### config.mk
export PLATFORM = sky130hd
export DESIGN_NAME = imem_load_ctrl_flat
export DESIGN_NICKNAME = d
export VERILOG_FILES = /design/src/rtl/imem_load_ctrl_if.sv /design/src/rtl/imem_load_ctrl.sv /design/src/flat_wrapper.sv
export SDC_FILE = /design/constraint.sdc
export NUM_CORES = 1
export LEC_CHECK = 0
export CORE_MARGIN = 2
export CORE_UTILIZATION = 50
export DETAILED_ROUTE_END_ITERATION = 6
export PLACE_DENSITY = 0.85
export SYNTH_ARGS = -nofsm -noshare
export SYNTH_HDL_FRONTEND = slang
export SYNTH_SLANG_ARGS = --single-unit
### constraint.sdc
create_clock -name clk_50mhz -period 5.6 [get_ports clk_50mhz]
set_input_delay 1.12 -clock clk_50mhz [delete_from_list [all_inputs] [get_ports clk_50mhz]]
set_output_delay 1.12 -clock clk_50mhz [all_outputs]
set_load 0.02 [all_outputs]
### src/rtl/imem_load_ctrl_if.sv
// Bundles the loader word stream, the CPU store port and the instruction-memory write port.
// The master drives ld_* and cpu_* requests; the slave (imem_load_ctrl) drives cpu_gnt and mem_*.
`timescale 1ns/1ps
interface imem_load_ctrl_if;
    logic [12:0] ld_addr;
    logic [31:0] ld_data;
    logic        ld_write;
    logic        cpu_req;
    logic [12:0] cpu_addr;
    logic [31:0] cpu_wdata;
    logic        cpu_gnt;
    logic [12:0] mem_addr;
    logic [31:0] mem_wdata;
    logic        mem_we;

    modport master (
        output ld_addr, ld_data, ld_write, cpu_req, cpu_addr, cpu_wdata,
        input  cpu_gnt, mem_addr, mem_wdata, mem_we
    );

    modport slave (
        input  ld_addr, ld_data, ld_write, cpu_req, cpu_addr, cpu_wdata,
        output cpu_gnt, mem_addr, mem_wdata, mem_we
    );
endinterface

### src/rtl/imem_load_ctrl.sv
// Instruction-memory write-port owner: UART reprogram sessions hold the CPU in reset, else CPU stores.
// Latency: mem_* and cpu_gnt are registered, one cycle after the sampled word/request.
// Backpressure: loader never stalls (absolute priority); cpu_req waits, held until cpu_gnt. LOAD_PROTECT_EN drops writes >= PROT_BASE.
`timescale 1ns/1ps
module imem_load_ctrl #(
    parameter logic [12:0] INIT_ADDR   = 13'h1fff,
    parameter int unsigned TIMEOUT_CYC = 500000,
    parameter int unsigned RST_HOLD    = 16,
    parameter logic [12:0] PROT_BASE   = 13'h1f00
) (
    input  logic                 clk_50mhz,
    input  logic                 rstn,
    imem_load_ctrl_if.slave      bus,
    output logic                 cpu_rstn,
    output logic                 busy,
    output logic [13:0]          word_cnt,
    output logic                 err
);

    localparam int TO_W   = $clog2(TIMEOUT_CYC + 1);
    localparam int HOLD_W = $clog2(RST_HOLD + 1);
    localparam logic [TO_W-1:0]   TO_LAST   = TO_W'(TIMEOUT_CYC - 1);
    localparam logic [HOLD_W-1:0] HOLD_LAST = HOLD_W'(RST_HOLD - 1);

`ifdef LOAD_PROTECT_EN
    localparam bit PROT_EN = 1'b1;
`else
    localparam bit PROT_EN = 1'b0;
`endif

    typedef enum logic [1:0] {
        S_IDLE,
        S_LOAD,
        S_RELEASE
    } state_t;

    state_t              state_q, state_d;
    logic [TO_W-1:0]     to_q, to_d;
    logic [HOLD_W-1:0]   hold_q, hold_d;
    logic [12:0]         last_addr_q;
    logic [13:0]         cnt_d, cnt_inc;
    logic                nw, prot_hit;
    logic                wr_en, gnt_d;
    logic [12:0]         wr_addr;
    logic [31:0]         wr_data;

    assign nw       = bus.ld_write && (bus.ld_addr != last_addr_q);
    assign prot_hit = PROT_EN && (bus.ld_addr >= PROT_BASE);
    assign cnt_inc  = (word_cnt == 14'h3fff) ? word_cnt : word_cnt + 14'd1;

    always_comb begin
        state_d = state_q;
        to_d    = to_q;
        hold_d  = hold_q;
        cnt_d   = word_cnt;
        wr_en   = 1'b0;
        gnt_d   = 1'b0;
        wr_addr = bus.ld_addr;
        wr_data = bus.ld_data;
        case (state_q)
            S_IDLE: begin
                if (nw) begin
                    state_d = S_LOAD;
                    to_d    = '0;
                    wr_en   = !prot_hit;
                    cnt_d   = 14'd1;
                end else if (bus.cpu_req && !bus.cpu_gnt) begin
                    // The gnt guard stops a still-held request from being granted twice.
                    gnt_d   = 1'b1;
                    wr_en   = 1'b1;
                    wr_addr = bus.cpu_addr;
                    wr_data = bus.cpu_wdata;
                end
            end
            S_LOAD: begin
                if (nw) begin
                    to_d  = '0;
                    wr_en = !prot_hit;
                    cnt_d = cnt_inc;
                end else if (to_q == TO_LAST) begin
                    state_d = S_RELEASE;
                    hold_d  = '0;
                end else begin
                    to_d = to_q + 1'b1;
                end
            end
            S_RELEASE: begin
                if (nw) begin
                    // Late word resumes the same session, so the count keeps running.
                    state_d = S_LOAD;
                    hold_d  = '0;
                    to_d    = '0;
                    wr_en   = !prot_hit;
                    cnt_d   = cnt_inc;
                end else if (hold_q == HOLD_LAST) begin
                    state_d = S_IDLE;
                end else begin
                    hold_d = hold_q + 1'b1;
                end
            end
            default: state_d = S_IDLE;
        endcase
    end

    always_ff @(posedge clk_50mhz or negedge rstn) begin
        if (!rstn) begin
            state_q       <= S_RELEASE;
            to_q          <= '0;
            hold_q        <= '0;
            last_addr_q   <= INIT_ADDR;
            word_cnt      <= '0;
            cpu_rstn      <= 1'b0;
            busy          <= 1'b0;
            bus.cpu_gnt   <= 1'b0;
            bus.mem_we    <= 1'b0;
            bus.mem_addr  <= '0;
            bus.mem_wdata <= '0;
        end else begin
            state_q     <= state_d;
            to_q        <= to_d;
            hold_q      <= hold_d;
            word_cnt    <= cnt_d;
            cpu_rstn    <= (state_d == S_IDLE);
            busy        <= (state_d != S_IDLE);
            bus.cpu_gnt <= gnt_d;
            bus.mem_we  <= wr_en;
            if (nw) begin
                last_addr_q <= bus.ld_addr;
            end
            if (wr_en) begin
                bus.mem_addr  <= wr_addr;
                bus.mem_wdata <= wr_data;
            end
        end
    end

`ifdef LOAD_PROTECT_EN
    always_ff @(posedge clk_50mhz or negedge rstn) begin
        if (!rstn) begin
            err <= 1'b0;
        end else if (nw && prot_hit) begin
            err <= 1'b1;
        end
    end
`else
    assign err = 1'b0;
`endif

endmodule

### src/flat_wrapper.sv
// flat-port wrapper written by rule: the top's interface ports become plain ports
module imem_load_ctrl_flat 
#(
    parameter logic [12:0] INIT_ADDR   = 13'h1fff,
    parameter int unsigned TIMEOUT_CYC = 500000,
    parameter int unsigned RST_HOLD    = 16,
    parameter logic [12:0] PROT_BASE   = 13'h1f00
)
  (clk_50mhz, rstn, cpu_rstn, busy, word_cnt, err, bus_ld_addr, bus_ld_data, bus_ld_write, bus_cpu_req, bus_cpu_addr, bus_cpu_wdata, bus_cpu_gnt, bus_mem_addr, bus_mem_wdata, bus_mem_we);
  imem_load_ctrl_if bus_i ();
  input  logic clk_50mhz;
  input  logic rstn;
  output logic cpu_rstn;
  output logic busy;
  output logic [13:0] word_cnt;
  output logic err;
  input wire logic [$bits(bus_i.ld_addr)-1:0] bus_ld_addr;
  input wire logic [$bits(bus_i.ld_data)-1:0] bus_ld_data;
  input wire logic [$bits(bus_i.ld_write)-1:0] bus_ld_write;
  input wire logic [$bits(bus_i.cpu_req)-1:0] bus_cpu_req;
  input wire logic [$bits(bus_i.cpu_addr)-1:0] bus_cpu_addr;
  input wire logic [$bits(bus_i.cpu_wdata)-1:0] bus_cpu_wdata;
  output wire logic [$bits(bus_i.cpu_gnt)-1:0] bus_cpu_gnt;
  output wire logic [$bits(bus_i.mem_addr)-1:0] bus_mem_addr;
  output wire logic [$bits(bus_i.mem_wdata)-1:0] bus_mem_wdata;
  output wire logic [$bits(bus_i.mem_we)-1:0] bus_mem_we;
  assign bus_i.ld_addr = bus_ld_addr;
  assign bus_i.ld_data = bus_ld_data;
  assign bus_i.ld_write = bus_ld_write;
  assign bus_i.cpu_req = bus_cpu_req;
  assign bus_i.cpu_addr = bus_cpu_addr;
  assign bus_i.cpu_wdata = bus_cpu_wdata;
  assign bus_cpu_gnt = bus_i.cpu_gnt;
  assign bus_mem_addr = bus_i.mem_addr;
  assign bus_mem_wdata = bus_i.mem_wdata;
  assign bus_mem_we = bus_i.mem_we;
  imem_load_ctrl #(.INIT_ADDR(INIT_ADDR), .TIMEOUT_CYC(TIMEOUT_CYC), .RST_HOLD(RST_HOLD), .PROT_BASE(PROT_BASE)) u_core (.clk_50mhz(clk_50mhz), .rstn(rstn), .bus(bus_i), .cpu_rstn(cpu_rstn), .busy(busy), .word_cnt(word_cnt), .err(err));
endmodule
# After elaboration in Yosys (flattened, before gate mapping)

Index checks and enable logic that the tools add are counted.

$add $sub $neg: 3
Muxes and demuxes: 31
Eq/ne operators: 14
Reductions and logical operators: 14

Operators by type and width:

| operator                | number |
|---|---|
| $mux W32                | 3 |
| $mux W19                | 3 |
| $mux W14                | 3 |
| $mux W13                | 3 |
| $pmux W19 S2            | 1 |
| $pmux W14 S2            | 1 |
| $mux W5                 | 4 |
| $add A19 B1 Y19 const B | 1 |
| $eq A19 B19 Y1 const B  | 1 |
| $add A14 B1 Y14 const B | 1 |
| $eq A14 B14 Y1 const B  | 1 |
| $ne A13 B13 Y1          | 1 |
| $mux W2                 | 5 |
| $pmux W5 S2             | 1 |
| $ne A2 B1 Y1 const B    | 4 |
| $reduce_and A4 Y1       | 2 |
| $reduce_bool A2 Y1      | 4 |
| $ne A3 B2 Y1 const B    | 2 |
| $pmux W2 S3             | 1 |
| $add A5 B1 Y5 const B   | 1 |
| $eq A5 B4 Y1 const B    | 1 |
| $mux W1                 | 5 |
| $logic_not A2 Y1        | 2 |
| $ne A2 B2 Y1 const B    | 2 |
| 7 further kinds         | 9 |

Register bits: 102
Logic and storage cells: 73
Output and inout port bits: 64
Bits of input ports: 94

# Longest topological paths before layout

Gate-level depths: netlist (run 1).

Word-level depth: 5
Gate-level depth with buffers: 10
Gate-level depth less buffers: 8

# Worst setup path before layout (run 1)

OpenSTA, ideal clock, no wires.

Path kind: in2reg
Start: in bus_ld_addr[8]
End: reg u_core.hold_q[4]
Buffers on the path: 0
Library setup time: 128 ps
Stages on the path: 7
Data arrival time: 2982 ps
Required time: 5472 ps
Setup slack: 2490 ps
Path through: xor2_1 nor4_1 nand4_1 o41ai_4 nand2_1 o221ai_2 mux2_1

Word-level cells in the longest chain between the ends: 4
Elaborated cells on any way between the ends: 7
Classes of those cells: eq/ne: 3; mux: 2; reduce/logical: 2

RTL lines:

| element                                                                  | line                  | source |
|---|---|---|
| start: declaration                                                       | flat_wrapper.sv:17    | `input wire logic [$bits(bus_i.ld_addr)-1:0] bus_ld_addr;` |
| $ne A13 B13 Y1 (*)                                                       | imem_load_ctrl.sv:47  | `assign nw = bus.ld_write && (bus.ld_addr != last_addr_q);` |
| $logic_and A1 B1 Y1 (*)                                                  | imem_load_ctrl.sv:47  |  |
| $ne A3 B2 Y1 (no source line), or another cell as far along              | --                    |  |
| $reduce_and A4 Y1 (no source line) / $pmux W5 S2 (equally long branches) | --                    |  |
| end signal: assignment                                                   | imem_load_ctrl.sv:121 | `hold_q <= hold_d;` |
| end: declaration                                                         | imem_load_ctrl.sv:39  | `logic [HOLD_W-1:0] hold_q, hold_d;` |

Mark *: on every way between the ends. The rest lies on a longest branch, timed or not.
A chain may end at the register's enable or synchronous reset.

# Worst setup path after layout (run 1)

Start: in bus_ld_addr[8]
End: reg u_core.to_q[8]

Word-level cells in the longest chain between the ends: 4
Elaborated cells on any way between the ends: 7
Classes of those cells: eq/ne: 3; mux: 2; reduce/logical: 2

RTL lines:

| element                                                                   | line                  | source |
|---|---|---|
| $ne A13 B13 Y1 (*)                                                        | imem_load_ctrl.sv:47  |  |
| $logic_and A1 B1 Y1 (*)                                                   | imem_load_ctrl.sv:47  |  |
| $ne A3 B2 Y1 (no source line), or another cell as far along               | --                    |  |
| $reduce_and A3 Y1 (no source line) / $pmux W19 S2 (equally long branches) | --                    |  |
| end signal: assignment                                                    | imem_load_ctrl.sv:120 | `to_q <= to_d;` |
| end: declaration                                                          | imem_load_ctrl.sv:38  | `logic [TO_W-1:0] to_q, to_d;` |

Marked as above.

==> impl_results.rst, run 1 <==
.. list-table::
   :header-rows: 1

   * - Metric
     - Value
   * - Top layer in use
     - met4
   * - Net count of the mapped netlist
     - between 600 and 700
   * - Final number of setup-violating endpoints
     - 0
   * - Primary flip-flop cell chosen by synthesis mapping
     - dfrtp_1
   * - Clock Skews
     - 0.009653 ns
   * - Arrival time of data at the critical path endpoint
     - about 4.5 ns
   * - Die outline width
     - ~100 microns
   * - Row count
     - 36
   * - Detailed-route wire length per cell
     - roughly 17 microns
   * - Length of routed met3 wiring
     - around 820 microns
   * - Area of the die
     - 10,900 sq um
   * - Cell-by-cell listing of the critical path
     - clkdlybuf4s50_1 -> xor2_1 -> nor4_1 -> nand4_1 -> o41ai_4 -> nand3_1 -> or3_1 -> nand3_1
   * - Reported leakage power
     - 2.924 nW
   * - GRT Util Overall
     - about a quarter
   * - Number of flops mapped to enable cells by yosys
     - 0
   * - Cell with the most instances on the worst path
     - nand3_1
   * - Smallest hold slack
     - approximately 0.47 ns
   * - Detail Placement HPWL
     - about 9900 microns
   * - Req. time, crit path
     - between 5 and 6 ns
   * - Remaining antenna violation count
     - 0
   * - Portion of the clock cycle consumed by the worst path in the final layout
     - approximately 75%
   * - Die Y
     - approximately 100 microns
   * - Final setup slack of the worst path
     - ~1.4 ns
   * - Largest net degree at the start of global routing
     - between 50 and 60
   * - DR iter-0 viols
     - 269
   * - Flop and latch count out of synthesis
     - 102
   * - CTS hold repair buffers
     - 0
   * - Kind of start point of the critical path
     - primary input
   * - N_diodes
     - 0
   * - Warnings, synthesis
     - 0
   * - # Max-Cap Violations
     - 0
   * - First-pass GRT wire length
     - between 20,000 and 25,000 microns
   * - Most used cells in the layout excluding fill and tap cells
     - 155 x clkdlybuf4s50_1, 88 x dfrtp_1, 74 x o21ai_0
   * - Maximum clock frequency
     - about 0.24 GHz
   * - Delay-heaviest family, CP
     - simple AND/OR/NAND/NOR gates
   * - Clock insertion delay at the later pin of the skew report
     - between 0.3 and 0.4 ns
   * - Seq/Total Area, Yosys
     - between 50% and 60%
   * - Starting utilization of the core area
     - between 50% and 60%
   * - DR vias/cell
     - around 5.7
   * - Critical path endpoint category
     - register
   * - Number of global-route vias before repair
     - between 4,000 and 5,000
   * - Sink count of the clock tree
     - 102
   * - Hold violation total from the final report
     - 0
   * - Classification of the worst-slack hold path
     - reg -> reg
   * - Time the final worst path needs with I/O delays and setup
     - 4.218 ns
   * - Slew at the pin with the worst max-slew slack
     - ~1.3 ns
   * - Final RePlAce weighted congestion
     - approximately 0.87
   * - Area after DPL
     - approximately 6700 sq um
   * - Share of flip-flops with an asynchronous set or reset
     - 100.0%
   * - Clock transition at the register clock pins on the worst setup and hold paths after CTS
     - 0.10 ns
   * - Routed length on met2
     - 7101 microns
   * - Category of the most critical setup path
     - in -> reg
   * - Total via count after detailed routing
     - roughly 4,700
   * - Layout Area Growth over Synthesis
     - 37.53%
   * - Fraction of final layout cells with drive strength greater than 1
     - under 10%
   * - TritonCTS clock tree
     - built
   * - Number of post-CTS setup repair buffers
     - 0
   * - Buffer type at the clock tree root
     - clkbuf_8
   * - Final design area excluding fillers
     - 6933 sq um
   * - P per Cell Area
     - 411.7 nW/um^2
   * - Overall routed net length
     - ~14,000 microns
   * - Number of buffers and inverters on the critical path
     - 1
   * - Clock Tree Buf Depth
     - 2
   * - CTS resizes
     - 0
   * - Placeable core area
     - about 9800 sq um
   * - Number of nets in the layout
     - around 800
   * - Remaining global-route overflow
     - 0
   * - Slowest stage delay, CP
     - about 0.97 ns
   * - Power after layout
     - 2.854 mW
   * - Metal-1 WL
     - between 5000 and 6000 microns
   * - Status
     - completed
   * - Crit-path slowest cell
     - o41ai_4
   * - Peak fanout along the critical path
     - 15
   * - Syn Inst Count
     - between 500 and 600
   * - Number of CTS-inserted buffers
     - 9
   * - # IOs
     - 158
   * - CTS H-Tree Depth
     - 3
   * - Buffers added on ports
     - ~160
   * - Worst-case setup slack after placement
     - ~1.1 ns
   * - Leading cell type in the layout, fill and taps excluded
     - clkdlybuf4s50_1
   * - Worst slew slack as a fraction of its limit
     - 13.59%
   * - RSZ-0062 raised after global routing
     - false
   * - VDD IR-drop max
     - 0.2496 mV
   * - # DRC
     - 0
   * - Final-layout setup total negative slack
     - 0 ns
   * - Cell area after technology mapping
     - between 5000 and 6000 sq um
   * - Antenna violations before repair
     - 0
   * - TritonRoute pass-1 iters
     - 5
   * - Count of unique library cells instantiated by Yosys
     - between 50 and 60
   * - Pins Over Slew Limit
     - 0
   * - Syn Area/Cell
     - between 9 and 10 sq um
logic make-up (layout without fill, tap and decap cells):
| family | after synthesis | after routing | share of synthesized area [%] |
|---|---|---|---|
| DFF | 102 | 102 | 50.98 |
| AOI/OAI and AO/OA | 169 | 169 | 20.95 |
| other | 1 | 1 | 0.07439 |
| buffers and inverters | 82 | 234 | 6.379 |
| muxes | 3 | 3 | 0.6701 |
| adders and majority gates | 8 | 8 | 1.986 |
| xor gates and xnor gates | 20 | 20 | 3.475 |
| and+or+nand+nor | 163 | 163 | 15.49 |
synth_stat cells, types with 3 or more instances:
cell type / instances / area [sq um]
o21ai_0: 74 / 370.4
a31oi_1: 3 / 18.77
a22oi_1: 45 / 337.8
nand3_1: 17 / 85.08
or3_1: 9 / 56.30
xnor2_1: 10 / 87.58
inv_1: 56 / 210.2
nand2_1: 67 / 251.5
nand4_1: 17 / 106.4
xor2_1: 10 / 87.58
ha_1: 8 / 100.1
nor4_1: 3 / 18.77
o21ai_1: 6 / 30.03
and2_1: 3 / 18.77
dfstp_2: 14 / 367.9
and3_1: 4 / 25.02
o31ai_1: 4 / 30.03
nor2_1: 25 / 93.84
buf_2: 8 / 40.04
clkbuf_1: 15 / 56.30
nor3_1: 6 / 30.03
dfrtp_1: 88 / 2202
a21oi_1: 20 / 100.1
metrics by stage:
stage               util (%)  cells
finish                 70.93    833
global route           70.93    833
CTS                    70.93    833
detailed placement     68.73    817
global placement       68.73    817
floorplan                  -    548
state kept, by name (all words and copies together) (netlist names):
name and count:
u_core.bus.cpu_gnt 1, u_core.bus.mem_addr 13, u_core.bus.mem_we 1, u_core.cpu_rstn 1, u_core.state_q 2, u_core.to_q 19
u_core.hold_q 5, u_core.word_cnt 14, u_core.bus.mem_wdata 32, u_core.last_addr_q 13, u_core.busy 1
metal layers:
| layer | up-vias | GRT usage (%) |
|---|---|---|
| met4 | 0 | 9.170 |
| met5 | - | 0 |
| met2 | 211 | 42.90 |
| met1 | 2273 | 32.37 |
| li1 | 2208 | - |
| met3 | 26 | 5.013 |
worst paths after layout:
path / from / to / slack, ns / cells after the start
worst max register to register: u_core.last_addr_q[8] / u_core.to_q[8] / 2.15 / 7
min in group asynchronous: rstn / u_core.word_cnt[7] / 0.78 / 1
worst min register to register: u_core.last_addr_q[2] / u_core.last_addr_q[2] / 0.47 / 2
max in group asynchronous: rstn / u_core.bus.mem_addr[6] / 3.73 / 2
worst max-delay path: bus_ld_addr[8] / u_core.to_q[8] / 1.38 / 8
worst min-delay path: u_core.last_addr_q[2] / u_core.last_addr_q[2] / 0.47 / 2
area by class of cell:
| cell class | instances | area (sq um) |
|---|---|---|
| clock buffers | 10 | 137.6 |
| fillers | 738 | 2841 |
| repair buffers | 162 | 1604 |
| inverters | 56 | 210.2 |
| well taps | 133 | 166.4 |
| clock inverters | 6 | 77.57 |
| flip-flops and latches | 102 | 2570 |
| multi-input cells | 364 | 2167 |
tightest hold or removal path, cell delays in order, from the launching register on:
cell     delay (ns)
dfstp_2        0.39
nand2_1        0.05
nand2_1        0.05
power breakdown:
group,switching (mW),total [mW],internal (mW)
logic,0.722,1.28,0.556
registers,0.136,1.08,0.947
clock network,0.266,0.493,0.227
total,1.12,2.85,1.73
No activity file was read; power rests on OpenSTA's default activity.
==> run 2, diff against run 1 <==
--- a/config.mk
+++ b/config.mk
@@ -6,9 +6,9 @@
 export NUM_CORES = 1
 export LEC_CHECK = 0
 export CORE_MARGIN = 2
-export CORE_UTILIZATION = 50
+export CORE_UTILIZATION = 47
 export DETAILED_ROUTE_END_ITERATION = 6
-export PLACE_DENSITY = 0.85
+export PLACE_DENSITY = 0.81
 export SYNTH_ARGS = -nofsm -noshare
 export SYNTH_HDL_FRONTEND = slang
 export SYNTH_SLANG_ARGS = --single-unit
==> constraint.sdc (replaced) <==
create_clock -name clk_50mhz -period 4 [get_ports clk_50mhz]
set_input_delay 0.8 -clock clk_50mhz [delete_from_list [all_inputs] [get_ports clk_50mhz]]
set_output_delay 0.8 -clock clk_50mhz [all_outputs]
set_load 0.02 [all_outputs]
==> impl_results.rst, run 2 (synthesis gave the netlist of run 1 again) <==
.. list-table::
   :header-rows: 1

   * - Metric
     - Value
   * - Worst slew slack as a fraction of its limit
     - a little under an eighth
   * - Clock Tree Buf Depth
     - 2
   * - Pint
     - around 2.5 mW
   * - Final core occ
     - 67.72%
   * - # Max-Cap Violations
     - 0
   * - Most used cells in the layout excluding fill and tap cells
     - 155 x clkdlybuf4s50_1, 88 x dfrtp_1, 74 x o21ai_0
   * - Antenna violations before repair
     - 0
   * - TritonRoute pass-1 iters
     - 5
   * - Remaining antenna violation count
     - 0
   * - Final-layout setup total negative slack
     - 0 ns
   * - Slowest stage delay, CP
     - around 0.6 ns
   * - Buffer type at the clock tree root
     - clkbuf_8
   * - Slew at the pin with the worst max-slew slack
     - about 1.3 ns
   * - Reported leakage power
     - 2.966 nW
   * - P per Cell Area
     - 585.0 nW/um^2
   * - Die outline width
     - around 110 microns
   * - Hold violation total from the final report
     - 0
   * - VDD IR-drop max
     - around 0.34 mV
   * - Fraction of final layout cells with drive strength greater than 1
     - under 10%
   * - Peak fanout along the critical path
     - 45
   * - # DRC
     - 0
   * - CTS hold repair buffers
     - 0
   * - Die Y
     - roughly 110 microns
   * - Number of CTS-inserted buffers
     - 9
   * - Portion of the clock cycle consumed by the worst path in the final layout
     - between 80% and 90%
   * - Starting utilization of the core area
     - 48.61%
   * - Number of flip-flops in the largest register
     - 32
   * - Cell-by-cell listing of the critical path
     - clkdlybuf4s50_1 -> xor2_1 -> nor4_1 -> nand4_1 -> o41ai_4 -> buf_4 -> nor2_4 -> a22oi_1 -> o21ai_0
   * - Switch share
     - between 30% and 40%
   * - Number of buffers and inverters on the critical path
     - 2
   * - Worst R2R End
     - u_core.bus.mem_wdata[26]
   * - Pins Over Slew Limit
     - 0
   * - DR vias/cell
     - 5.567
   * - Clock insertion delay at the later pin of the skew report
     - between 0.3 and 0.4 ns
   * - Portion of total power attributed to the clock network
     - between 10% and 20%
   * - Final setup slack of the worst path
     - 0.7566 ns
   * - Critical R2R Launch
     - u_core.state_q[0]
   * - Power spent charging and discharging nets
     - 1.571 mW
   * - Critical path endpoint category
     - register
   * - Overall routed net length
     - roughly 14,000 microns
   * - Crit-path slowest cell
     - o41ai_4
   * - Time the final worst path needs with I/O delays and setup
     - around 3.2 ns
   * - Remaining global-route overflow
     - 0
   * - Register bank with the most flops
     - u_core.bus.mem_wdata
   * - N_diodes
     - 0
   * - # IOs
     - ~160
   * - Status
     - completed
   * - Number of global-route vias before repair
     - ~4,700
   * - Number of nets in the layout
     - 802
   * - GRT Util Overall
     - around 24%
   * - Largest registers
     - u_core.bus.mem_wdata x32, u_core.to_q x19, u_core.word_cnt x14
   * - Delay-heaviest family, CP
     - compound AO/OA/AOI/OAI gates
   * - CTS resizes
     - 0
   * - Number of post-CTS setup repair buffers
     - 0
   * - Largest net degree at the start of global routing
     - 47
   * - Category of the most critical setup path
     - in -> reg
   * - Worst reg2reg setup slack
     - about 1 ns
   * - Final number of setup-violating endpoints
     - 0
   * - RSZ-0062 raised after global routing
     - false
   * - Clock Skews
     - 0.01069 ns
   * - Worst-case reg-to-reg path depth
     - 6
   * - Classification of the worst-slack hold path
     - in -> async
   * - First-pass GRT wire length
     - approximately 23,000 microns
   * - Buffers added on ports
     - between 150 and 200
   * - Total via count after detailed routing
     - 4,682
   * - CTS H-Tree Depth
     - 3
   * - Sink count of the clock tree
     - 102
   * - Maximum clock frequency
     - a little over 0.3 GHz
   * - Kind of start point of the critical path
     - primary input
   * - TritonCTS clock tree
     - built
   * - Final RePlAce weighted congestion
     - 0.9157
   * - Detail Placement HPWL
     - around 9800 microns
   * - Detailed-route wire length per cell
     - between 15 and 20 microns
   * - Row count
     - 37
   * - Number of fillers in the final layout
     - roughly 840
   * - Sequential power share
     - 37.0%
   * - Clock transition at the register clock pins on the worst setup and hold paths after CTS
     - ~0.10 ns
   * - Req. time, crit path
     - 4.21 ns
   * - Leading cell type in the layout, fill and taps excluded
     - clkdlybuf4s50_1
   * - Layout Area Growth over Synthesis
     - 39.32%
   * - DR iter-0 viols
     - 394
   * - Arrival time of data at the critical path endpoint
     - about 3.5 ns
   * - Placeable core area
     - a little over 10,000 sq um
   * - Area of the die
     - around 12,000 sq um
   * - Worst-case setup slack after placement
     - ~0.37 ns
   * - Combinational cell fraction of total power
     - 43.9%
==> run 2: metal layers <==
layer	wire length [microns]	vias up	track usage [%]
met4	359	0	9.799
met2	6866	173	40.97
li1	-	2230	-
met5	0	-	0
met1	5748	2253	31.86
met3	796	26	3.753
==> run 2: how the worst max path moves through the flow <==
stage,start,to,slack [ns],cells after the start
3_5_place_dp,bus_ld_addr[3],u_core.bus.mem_wdata[26],0.37,9
6_report,bus_ld_addr[3],u_core.bus.mem_wdata[26],0.76,9
2_1_floorplan,bus_ld_addr[8],u_core.hold_q[4],1.21,7
5_1_grt,bus_ld_addr[3],u_core.to_q[10],0.58,8
3_3_place_gp,bus_ld_addr[8],u_core.bus.mem_wdata[22],0.48,9
4_1_cts,bus_ld_addr[3],u_core.bus.mem_wdata[26],0.76,9
==> run 2: cell type report <==
type	count	area, sq um	area share [%]
Sequential cell	102	2570	36.59
Multi-Input combinational cell	364	2175	30.96
Timing Repair Buffer	167	1654	23.55
Inverter	56	210.2	2.993
Tap cell	136	170.2	2.423
Clock buffer	9	123.9	1.764
Clock inverter	7	120.1	1.710
==> run 2: through the flow <==
step / total power, mW / instance area, sq um / std cells / hold WS, ns
after floorplan: 2.449 / 5041 / 548 / 0.4456
after global placement: 3.280 / 6779 / 825 / 0.4529
after detailed placement: 3.332 / 6779 / 825 / 0.4551
after CTS: 4.128 / 7023 / 841 / 0.4180
after global routing: 4.352 / 7023 / 841 / 0.4338
final: 4.109 / 7023 / 841 / 0.3966
==> run 2: power by group through the flow <==
stage / combinational (mW) / sequential, mW / clock (mW)
2_1_floorplan: 0.619 / 1.83 / 0
3_3_place_gp: 1.76 / 1.52 / 0
3_5_place_dp: 1.80 / 1.53 / 0
4_1_cts: 1.82 / 1.52 / 0.797
5_1_grt: 1.96 / 1.56 / 0.839
6_report: 1.81 / 1.52 / 0.785
==> run 2: worst register-to-register path, stage by stage, from the launching register on <==
cell and delay [ns]:
dfrtp_1 0.45, ha_1 0.46, inv_1 0.30, o21ai_0 0.37, nor2_4 0.91, a22oi_1 0.27
o21ai_0 0.15
==> run 3, diff against run 2 <==
==> constraint.sdc (replaced) <==
create_clock -name clk_50mhz -period 3.3 [get_ports clk_50mhz]
set_input_delay 0.66 -clock clk_50mhz [delete_from_list [all_inputs] [get_ports clk_50mhz]]
set_output_delay 0.66 -clock clk_50mhz [all_outputs]
set_load 0.02 [all_outputs]
==> impl_results.rst, run 3 (synthesis gave the netlist of run 1 again) <==
.. list-table::
   :header-rows: 1

   * - Metric
     - Value
   * - N_diodes
     - 0
   * - Pins Over Slew Limit
     - 0
   * - Slew at the pin with the worst max-slew slack
     - 1.049 ns
   * - Starting utilization of the core area
     - 48.61%
   * - CTS hold repair buffers
     - 0
   * - Maximum clock frequency
     - around 0.34 GHz
   * - Clock Tree Buf Depth
     - 2
   * - TritonCTS clock tree
     - built
   * - DR iter-0 viols
     - around 360
   * - Overall routed net length
     - 13,630 microns
   * - Req. time, crit path
     - about 3.6 ns
   * - Time the final worst path needs with I/O delays and setup
     - around 3 ns
   * - Status
     - completed
   * - Routed length on met2
     - approximately 6800 microns
   * - Final core occ
     - between 60% and 70%
   * - Dpl cells
     - between 800 and 900
   * - Area of the die
     - roughly 12,000 sq um
   * - Largest registers
     - u_core.bus.mem_wdata x32, u_core.to_q x19, u_core.word_cnt x14
   * - Clock Skews
     - 0.01484 ns
   * - Register bank with the most flops
     - u_core.bus.mem_wdata
   * - Die outline width
     - 107.6 microns
   * - Area after DPL
     - 6897 sq um
   * - Die Y
     - 107.6 microns
   * - Fraction of final layout cells with drive strength greater than 1
     - 8.901%
   * - Number of fillers in the final layout
     - about 840
   * - Most used cells in the layout excluding fill and tap cells
     - 155 x clkdlybuf4s50_1, 88 x dfrtp_1, 74 x o21ai_0
   * - Number of CTS-inserted buffers
     - 9
   * - Row count
     - 37
   * - Reported leakage power
     - roughly 3.0 nW
   * - Peak fanout along the critical path
     - 45
   * - P per Cell Area
     - 678.8 nW/um^2
   * - Final number of setup-violating endpoints
     - 0
   * - Detail Placement HPWL
     - 9720 microns
   * - DR vias/cell
     - around 5.5
   * - Final RePlAce weighted congestion
     - 0.8753
   * - Metal-1 WL
     - about 5500 microns
   * - Placeable core area
     - a little over 10,000 sq um
   * - Critical path endpoint category
     - register
   * - Hold violation total from the final report
     - 0
   * - CTS H-Tree Depth
     - 3
   * - Classification of the worst-slack hold path
     - in -> async
   * - Length of routed met3 wiring
     - around 960 microns
   * - Buffers added on ports
     - approximately 160
   * - Category of the most critical setup path
     - in -> reg
   * - Final design area excluding fillers
     - ~7000 sq um
   * - Kind of start point of the critical path
     - primary input
   * - # IOs
     - 158
   * - Number of flip-flops in the largest register
     - 32
   * - Number of global-route vias before repair
     - around 4,700
   * - Worst slew slack as a fraction of its limit
     - approximately 30%
   * - Largest net degree at the start of global routing
     - approximately 100
   * - Clock insertion delay at the later pin of the skew report
     - between 0.3 and 0.4 ns
   * - Layout Area Growth over Synthesis
     - 40.36%
   * - Worst-case reg-to-reg path depth
     - 6
   * - Clock transition at the register clock pins on the worst setup and hold paths after CTS
     - approximately 0.1 ns
   * - CTS resizes
     - 0
   * - Leading cell type in the layout, fill and taps excluded
     - clkdlybuf4s50_1
   * - RSZ-0062 raised after global routing
     - false
   * - Remaining global-route overflow
     - 0
   * - Detailed-route wire length per cell
     - about 16 microns
   * - Arrival time of data at the critical path endpoint
     - between 3 and 4 ns
   * - Number of post-CTS setup repair buffers
     - 0
   * - VDD IR-drop max
     - 0.4244 mV
   * - Top layer in use
     - met4
   * - Smallest hold slack
     - 0.3339 ns
   * - Antenna violations before repair
     - 0
   * - Number of nets in the layout
     - between 800 and 900
   * - Final instance count without filler cells
     - between 800 and 900
   * - Sink count of the clock tree
     - about 100
   * - # DRC
     - 0
   * - GRT Util Overall
     - roughly 24%
   * - First-pass GRT wire length
     - approximately 23,000 microns
   * - Total via count after detailed routing
     - around 4,700
   * - # Max-Cap Violations
     - 0
   * - Portion of the clock cycle consumed by the worst path in the final layout
     - 88.99%
   * - Final-layout setup total negative slack
     - 0 ns
   * - Buffer type at the clock tree root
     - clkbuf_8
   * - Remaining antenna violation count
     - 0
   * - TritonRoute pass-1 iters
     - 5
-- run 3: where the power goes --
group	leakage [nW]	internal (mW)	total (mW)	switching [mW]
Combinational	1.64	0.996	2.21	1.22
Clock	0.0936	0.289	0.741	0.452
Sequential	1.28	1.61	1.85	0.239
-- run 3: cell type report --
| type | instances | area [sq um] | share of cell area [%] |
|---|---|---|---|
| flip-flops and latches | 102 | 2570 | 36.32 |
| multi-input cells | 364 | 2175 | 30.73 |
| repair buffers | 181 | 1772 | 25.04 |
| inverters | 56 | 210.2 | 2.971 |
| well taps | 136 | 170.2 | 2.405 |
| clock buffers | 10 | 127.6 | 1.804 |
| clock inverters | 6 | 51.30 | 0.7250 |
-- run 3: layer usage --
layer | vias to the layer above | global-route usage (%)
li1 | 2248 | -
met1 | 2254 | 31.84
met2 | 191 | 39.53
met3 | 19 | 5.872
met4 | 0 | 8.791
met5 | - | 0
-- run 3: final timing paths --
path / from / endpoint / slack, ns
worst max-delay path: bus_ld_addr[3] / u_core.bus.mem_wdata[19] / 0.36
worst min-delay path: rstn / u_core.word_cnt[10] / 0.33
worst max register to register: u_core.state_q[1] / u_core.bus.mem_wdata[19] / 0.45
worst min register to register: u_core.last_addr_q[2] / u_core.last_addr_q[2] / 0.47
max in group asynchronous: rstn / u_core.last_addr_q[10] / 2.54
min in group clk_50mhz: u_core.last_addr_q[2] / u_core.last_addr_q[2] / 0.47
-- run 3: through the flow --
stage                     power (mW)  setup WS [ns]
after floorplan                2.969         0.6500
after global placement         4.020        0.03441
after detailed placement       4.080      -0.003549
after CTS                      4.837         0.3815
after global routing           5.125         0.2108
final                          4.803         0.3632
-- run 3: critical path, cell delays in order --
cell	delay, ns
clkdlybuf4s50_1	0.45
xor2_1	0.16
nor4_1	0.27
nand4_1	0.21
o41a_1	0.63
nor3_4	0.28
buf_12	0.24
a22oi_1	0.11
o21ai_0	0.13
